===== config.mk =====
export PLATFORM = sky130hd
export DESIGN_NAME = display_line_fetch
export DESIGN_NICKNAME = d
export VERILOG_FILES = /design/src/rtl/display_line_fetch.sv
export SDC_FILE = /design/constraint.sdc
export NUM_CORES = 1
export LEC_CHECK = 0
export ABC_AREA = 1
export CORE_ASPECT_RATIO = 2
export CORE_UTILIZATION = 30
export CTS_BUF_LIST = sky130_fd_sc_hd__clkbuf_4
export DETAILED_ROUTE_END_ITERATION = 8
export PLACE_DENSITY_LB_ADDON = 0.1
export SETUP_SLACK_MARGIN = 0.4
export SYNTH_ARGS = -nofsm -noshare
export SYNTH_HDL_FRONTEND = slang
export SYNTH_SLANG_ARGS = --single-unit
export TNS_END_PERCENT = 10

===== constraint.sdc =====
create_clock -name clk -period 5.5 [get_ports clk]
set_input_delay 1.1 -clock clk [delete_from_list [all_inputs] [get_ports clk]]
set_output_delay 1.1 -clock clk [all_outputs]
set_load 0.1 [all_outputs]

===== src/rtl/display_line_fetch.sv =====
// Display line fetch: two 32-byte color line banks, one shown while the
// other is refilled from memory once per cell row, paced by VGA timing.
module display_line_fetch #(
  parameter logic [15:0] BASE_ADDR  = 16'h0200,
  parameter int          CELL_LINES = 15,
  parameter int          H_TOTAL    = 800,
  parameter int          V_TOTAL    = 525,
  parameter int          V_ACTIVE   = 480
) (
  input  logic        clk,
  input  logic        rst_n,
  input  logic [9:0]  pixel_x,
  input  logic [9:0]  pixel_y,
  input  logic [15:0] color_address,
  output logic [7:0]  color_data,
  output logic        mem_req,
  output logic [15:0] mem_addr,
  input  logic        mem_ack,
  input  logic [7:0]  mem_rdata,
  input  logic        underrun_clr,
  output logic        underrun
);

  localparam int CLW = $clog2(CELL_LINES);

  typedef enum logic [1:0] {
    IDLE,
    FETCH,
    DRAIN
  } state_t;

  state_t state_q, state_d;

  logic [CLW-1:0] cell_line_q, cell_line_d;
  logic [4:0]     cell_row_q, cell_row_d;
  logic [4:0]     n_q, n_d;
  logic [4:0]     row_q, row_d;
  logic           disp_q, disp_d;
  logic [1:0][31:0][7:0] bank_q, bank_d;
  logic           mem_req_q, mem_req_d;
  logic [15:0]    mem_addr_q, mem_addr_d;
  logic           underrun_q, underrun_d;

  logic        line_end;
  logic        frame_end;
  logic [9:0]  next_y;
  logic        swap;
  logic        start;
  logic [4:0]  start_row;
  logic        ack;
  logic        last;
  logic        wr;
  logic        busy;
  logic        in_page;

  function automatic logic [15:0] row_base(
    input logic [4:0] r
  );
    return BASE_ADDR + {6'd0, r, 5'd0};
  endfunction

  assign line_end  = pixel_x == 10'(H_TOTAL-1);
  assign frame_end = pixel_y == 10'(V_TOTAL-1);
  assign next_y    = frame_end ? 10'd0
                   : pixel_y + 10'd1;

  assign swap = line_end
             && (next_y < 10'(V_ACTIVE))
             && (cell_line_d == '0);

  assign start = (swap && cell_row_d != 5'd31)
              || (line_end
                  && pixel_y == 10'(V_ACTIVE-1));

  assign start_row = swap ? cell_row_d + 5'd1
                   : 5'd0;

  assign ack  = mem_ack && (state_q != IDLE);
  assign last = n_q == 5'd31;
  assign wr   = (state_q == FETCH) && ack;

  // A fetch finishing this very cycle is not late.
  assign busy = (state_q != IDLE)
             && !(wr && last);

  assign in_page =
    ({1'b0, color_address} >= {1'b0, BASE_ADDR})
    && ({1'b0, color_address}
        < ({1'b0, BASE_ADDR} + 17'd1024));

  assign color_data = in_page
    ? bank_q[disp_q][color_address[4:0]]
    : 8'h00;

  assign mem_req  = mem_req_q;
  assign mem_addr = mem_addr_q;
  assign underrun = underrun_q;

  // Cell line/row counters describe the line after line_end.
  always_comb begin
    cell_line_d = cell_line_q;
    cell_row_d  = cell_row_q;
    if (line_end) begin
      if (frame_end) begin
        cell_line_d = '0;
        cell_row_d  = '0;
      end else if (cell_line_q
                   == CLW'(CELL_LINES-1)) begin
        cell_line_d = '0;
        cell_row_d  = cell_row_q + 5'd1;
      end else begin
        cell_line_d = cell_line_q + CLW'(1);
      end
    end
  end

  // Fetch state register.
  always_ff @(posedge clk or negedge rst_n) begin
    if (!rst_n) begin
      state_q <= IDLE;
    end else begin
      state_q <= state_d;
    end
  end

  // Fetch next-state: a restart with a request in flight drains it.
  always_comb begin
    state_d = state_q;
    unique case (state_q)
      IDLE: begin
        if (start) state_d = FETCH;
      end
      FETCH: begin
        if (start)
          state_d = ack ? FETCH : DRAIN;
        else if (ack && last)
          state_d = IDLE;
      end
      DRAIN: begin
        if (ack) state_d = FETCH;
      end
      default: state_d = IDLE;
    endcase
  end

  // Fetch outputs, bank writes, swap and underrun bookkeeping.
  always_comb begin
    disp_d     = disp_q;
    bank_d     = bank_q;
    n_d        = n_q;
    row_d      = row_q;
    mem_req_d  = mem_req_q;
    mem_addr_d = mem_addr_q;
    underrun_d = underrun_q;

    if (swap) disp_d = ~disp_q;
    if (wr) bank_d[~disp_q][n_q] = mem_rdata;

    unique case (state_q)
      FETCH: begin
        if (ack) begin
          n_d        = n_q + 5'd1;
          mem_addr_d = row_base(row_q)
                     + {11'd0, n_d};
          mem_req_d  = !last;
        end
      end
      DRAIN: begin
        if (ack) begin
          n_d        = 5'd0;
          mem_addr_d = row_base(row_q);
        end
      end
      default: ;
    endcase

    if (start) begin
      row_d = start_row;
      if (state_q == IDLE || ack) begin
        n_d        = 5'd0;
        mem_req_d  = 1'b1;
        mem_addr_d = row_base(start_row);
      end
    end

    if (underrun_clr) underrun_d = 1'b0;
    if (busy && (swap || start))
      underrun_d = 1'b1;
  end

  // Datapath and timing-tracking registers.
  always_ff @(posedge clk or negedge rst_n) begin
    if (!rst_n) begin
      cell_line_q <= '0;
      cell_row_q  <= '0;
      n_q         <= '0;
      row_q       <= '0;
      disp_q      <= 1'b0;
      bank_q      <= '0;
      mem_req_q   <= 1'b0;
      mem_addr_q  <= 16'h0000;
      underrun_q  <= 1'b0;
    end else begin
      cell_line_q <= cell_line_d;
      cell_row_q  <= cell_row_d;
      n_q         <= n_d;
      row_q       <= row_d;
      disp_q      <= disp_d;
      bank_q      <= bank_d;
      mem_req_q   <= mem_req_d;
      mem_addr_q  <= mem_addr_d;
      underrun_q  <= underrun_d;
    end
  end

endmodule

==> flow_summary.json <==
{
  "place_ws_ns": 0.662,
  "slew_headroom_pct": 24.3,
  "wl_um": 91200,
  "period_share_pct": 90.4,
  "synth_top_area_cell": "dfrtp_1",
  "fin_skew_ns": 0.0361,
  "ys_types": 50,
  "synth.area.top_cells": "dfrtp_1, nand2_1, o21ai_1",
  "p_leak_nw": 13.7,
  "ios": 74,
  "async_flop_share_pct": 100,
  "netSwitchingFraction_pct": 32.2,
  "ys_ff_latch": 552,
  "fin_util_pct": 33.5,
  "place.gp.congestion": 0.846,
  "yosysWarnings": 0,
  "grt_max_degree": 135,
  "crit_fanout": 134,
  "cts_sinks": 552,
  "port_buffers": 69,
  "nets": 3249,
  "gr-usage-all-layers_pct": 20.2,
  "gr-total-overflow": 0,
  "clock_path_buffers": 3,
  "rows": 155,
  "status": "complete, no violations",
  "die_area_um2": 91100,
  "crit_required_ns": 4.40,
  "wl_per_cell_um": 20.5,
  "cp_data_arrival_time_ns": 3.87,
  "maxCapViolCount": 0,
  "max_freq_mhz": 201,
  "initial_utilization_pct": 30.3,
  "power.density_nw_per_um2": 311,
  "critPathKind": "reg -> out",
  "vias": 22400,
  "syn_area_um2": 27000,
  "fin_setup_tns_ns": 0,
  "cts_tree": "yes",
  "core-area_um2": 89000,
  "synth_edf_count": 0,
  "fp.dieW_um": 214,
  "slew_viol_final": 0,
  "ant_nets": 0,
  "synth_most_common_cell": "nand2_1",
  "vdd_ir_drop_max_mv": 0.298,
  "hold_viol_final": 0,
  "synth_common_cells": "nand2_1, dfrtp_1, o21ai_1, nand3_1, nor2_1",
  "clockRootBuffer": "clkbuf_4",
  "intPower_mw": 6.29,
  "worst_slack_ns": 0.527,
  "grt_pass1_wl_um": 140000,
  "hold_ws_ns": 0.269,
  "drive_gt1_share_pct": 12.9,
  "clock_latency_ns": 0.98,
  "syn-num-nets": 3218,
  "seqPwrFrac_pct": 47.9,
  "cts_setup_buffers": 0,
  "cts-htree-levels": 4,
  "clock_power_share_pct": 36.2,
  "drcViolationCount": 0,
  "finalSetupViolations": 0,
  "dp_hpwl_um": 56900,
  "critPathCaptureType": "primary output",
  "via_per_inst": 5.04,
  "rsz0062_at_grt": "yes",
  "start_kind": "flop",
  "clk_pin_slew_worst_paths_ns": 0.07,
  "p_sw_mw": 2.99,
  "combPwrFrac_pct": 15.9,
  "avgSynthCellArea_um2": 8.54,
  "hold_class": "in -> async",
  "drt_pre_antenna_iters": 8,
  "syn_inst": 3155,
  "fin_crit_ns": 4.97,
  "syn2layout_area_growth_pct": 10.5,
  "synth_ff_type": "dfrtp_1",
  "ys_seq_area_share_pct": 51.2,
  "grt_pass1_vias": 22600,
  "drtIter0Drc": 1547,
  "synth_top_area_share_pct": 51.2,
  "die_h_um": 426,
  "worstMarginPinSlew_ns": 1.13,
  "antenna_found_initial": 3,
  "numCtsBuffers": 140
}
path summary, 6_finish.rpt:
kind	from	end	slack [ns]	cells past startpoint
worst max-delay path	disp_q	color_data[6]	0.53	8
worst min-delay path	rst_n	bank_q[293]	0.27	1
worst max register to register	cell_line_q[0]	mem_addr[2]	2.39	16
worst min register to register	row_q[0]	row_q[0]	0.47	2
max in group asynchronous	rst_n	bank_q[449]	4.02	2
min in group clk	row_q[0]	row_q[0]	0.47	2
area by class of cell:
cell class / instances / area, um2
diodes: 3 / 7.51
clock buffers: 195 / 1460
clock inverters: 23 / 86.3
fillers: 9458 / 59200
inverters: 79 / 319
multi-input cells: 2293 / 11300
flip-flops and latches: 552 / 13800
well taps: 1177 / 1470
repair buffers: 120 / 1370
per-layer routing:
| metal | part of all wire, % | track usage (%) |
|---|---|---|
| met2 | 53 | 37.5 |
| met1 | 39 | 22.5 |
| met3 | 4.1 | 2.99 |
| met5 | 0.013 | 0 |
| met4 | 4.1 | 9.63 |
power by group through the flow:
stage	sequential (mW)	clock, mW	combinational (mW)
2_1_floorplan	4.67	0	0.752
6_report	4.44	3.36	1.48
5_1_grt	4.46	3.67	1.61
4_1_cts	4.44	3.53	1.51
3_3_place_gp	4.51	0	1.48
3_5_place_dp	4.52	0	1.50
logic make-up after synthesis:
family,share of synthesized area (%)
simple gates,25.2
fa+ha+maj,0.696
xor+xnor,0.130
buf+inv,6.97
compound gates,15.8
flops,51.2
flip-flops by register name (all words and copies together), names as in the netlist, 2 cells and up:
name / flops
cell_line_q: 4
row_q: 5
n_q: 5
mem_addr: 16
bank_q: 512
cell_row_q: 5
state_q: 2
stage by stage:
stage	area [um2]	std cells	total power, mW
after floorplan	27000	3155	5.42
after global placement	28200	4221	5.99
after detailed placement	28200	4221	6.02
after CTS	29800	4439	9.47
after global routing	29800	4442	9.75
final	29800	4442	9.28
cells in the final DEF (no fill, tap or decap), types with 4 or more instances in the layout:
cell type / n
a21oi_1: 62
a21oi_2: 5
a221oi_1: 6
a22o_1: 9
a31oi_1: 5
a32o_1: 23
buf_12: 25
buf_4: 34
clkbuf_4: 195
clkdlybuf4s50_1: 58
clkinv_1: 14
dfrtp_1: 551
ha_1: 15
inv_1: 62
inv_2: 20
nand2_1: 1003
nand2_4: 62
nand3_1: 305
nand3_2: 4
nand4_1: 5
nor2_1: 119
nor2_2: 4
nor2_4: 4
nor3_1: 7
o211ai_1: 28
o21ai_0: 92
o21ai_1: 441
o21ai_2: 43
o21bai_1: 6
o221ai_1: 14
or2_2: 4
timing repair:
item,in CTS,in global routing
hold buffers,0,0
gates resized for setup,2,0
endpoints found under the setup margin,4,2
critical path: stages, from the launching register on:
cell	delay, ns
dfrtp_4	0.50
buf_12	0.41
o21ai_0	0.20
o221ai_1	0.38
nand3_1	0.23
nand3_1	0.18
nand3_1	0.12
a21boi_1	0.42
buf_12	0.24
No activity file was read; power rests on OpenSTA's default activity.
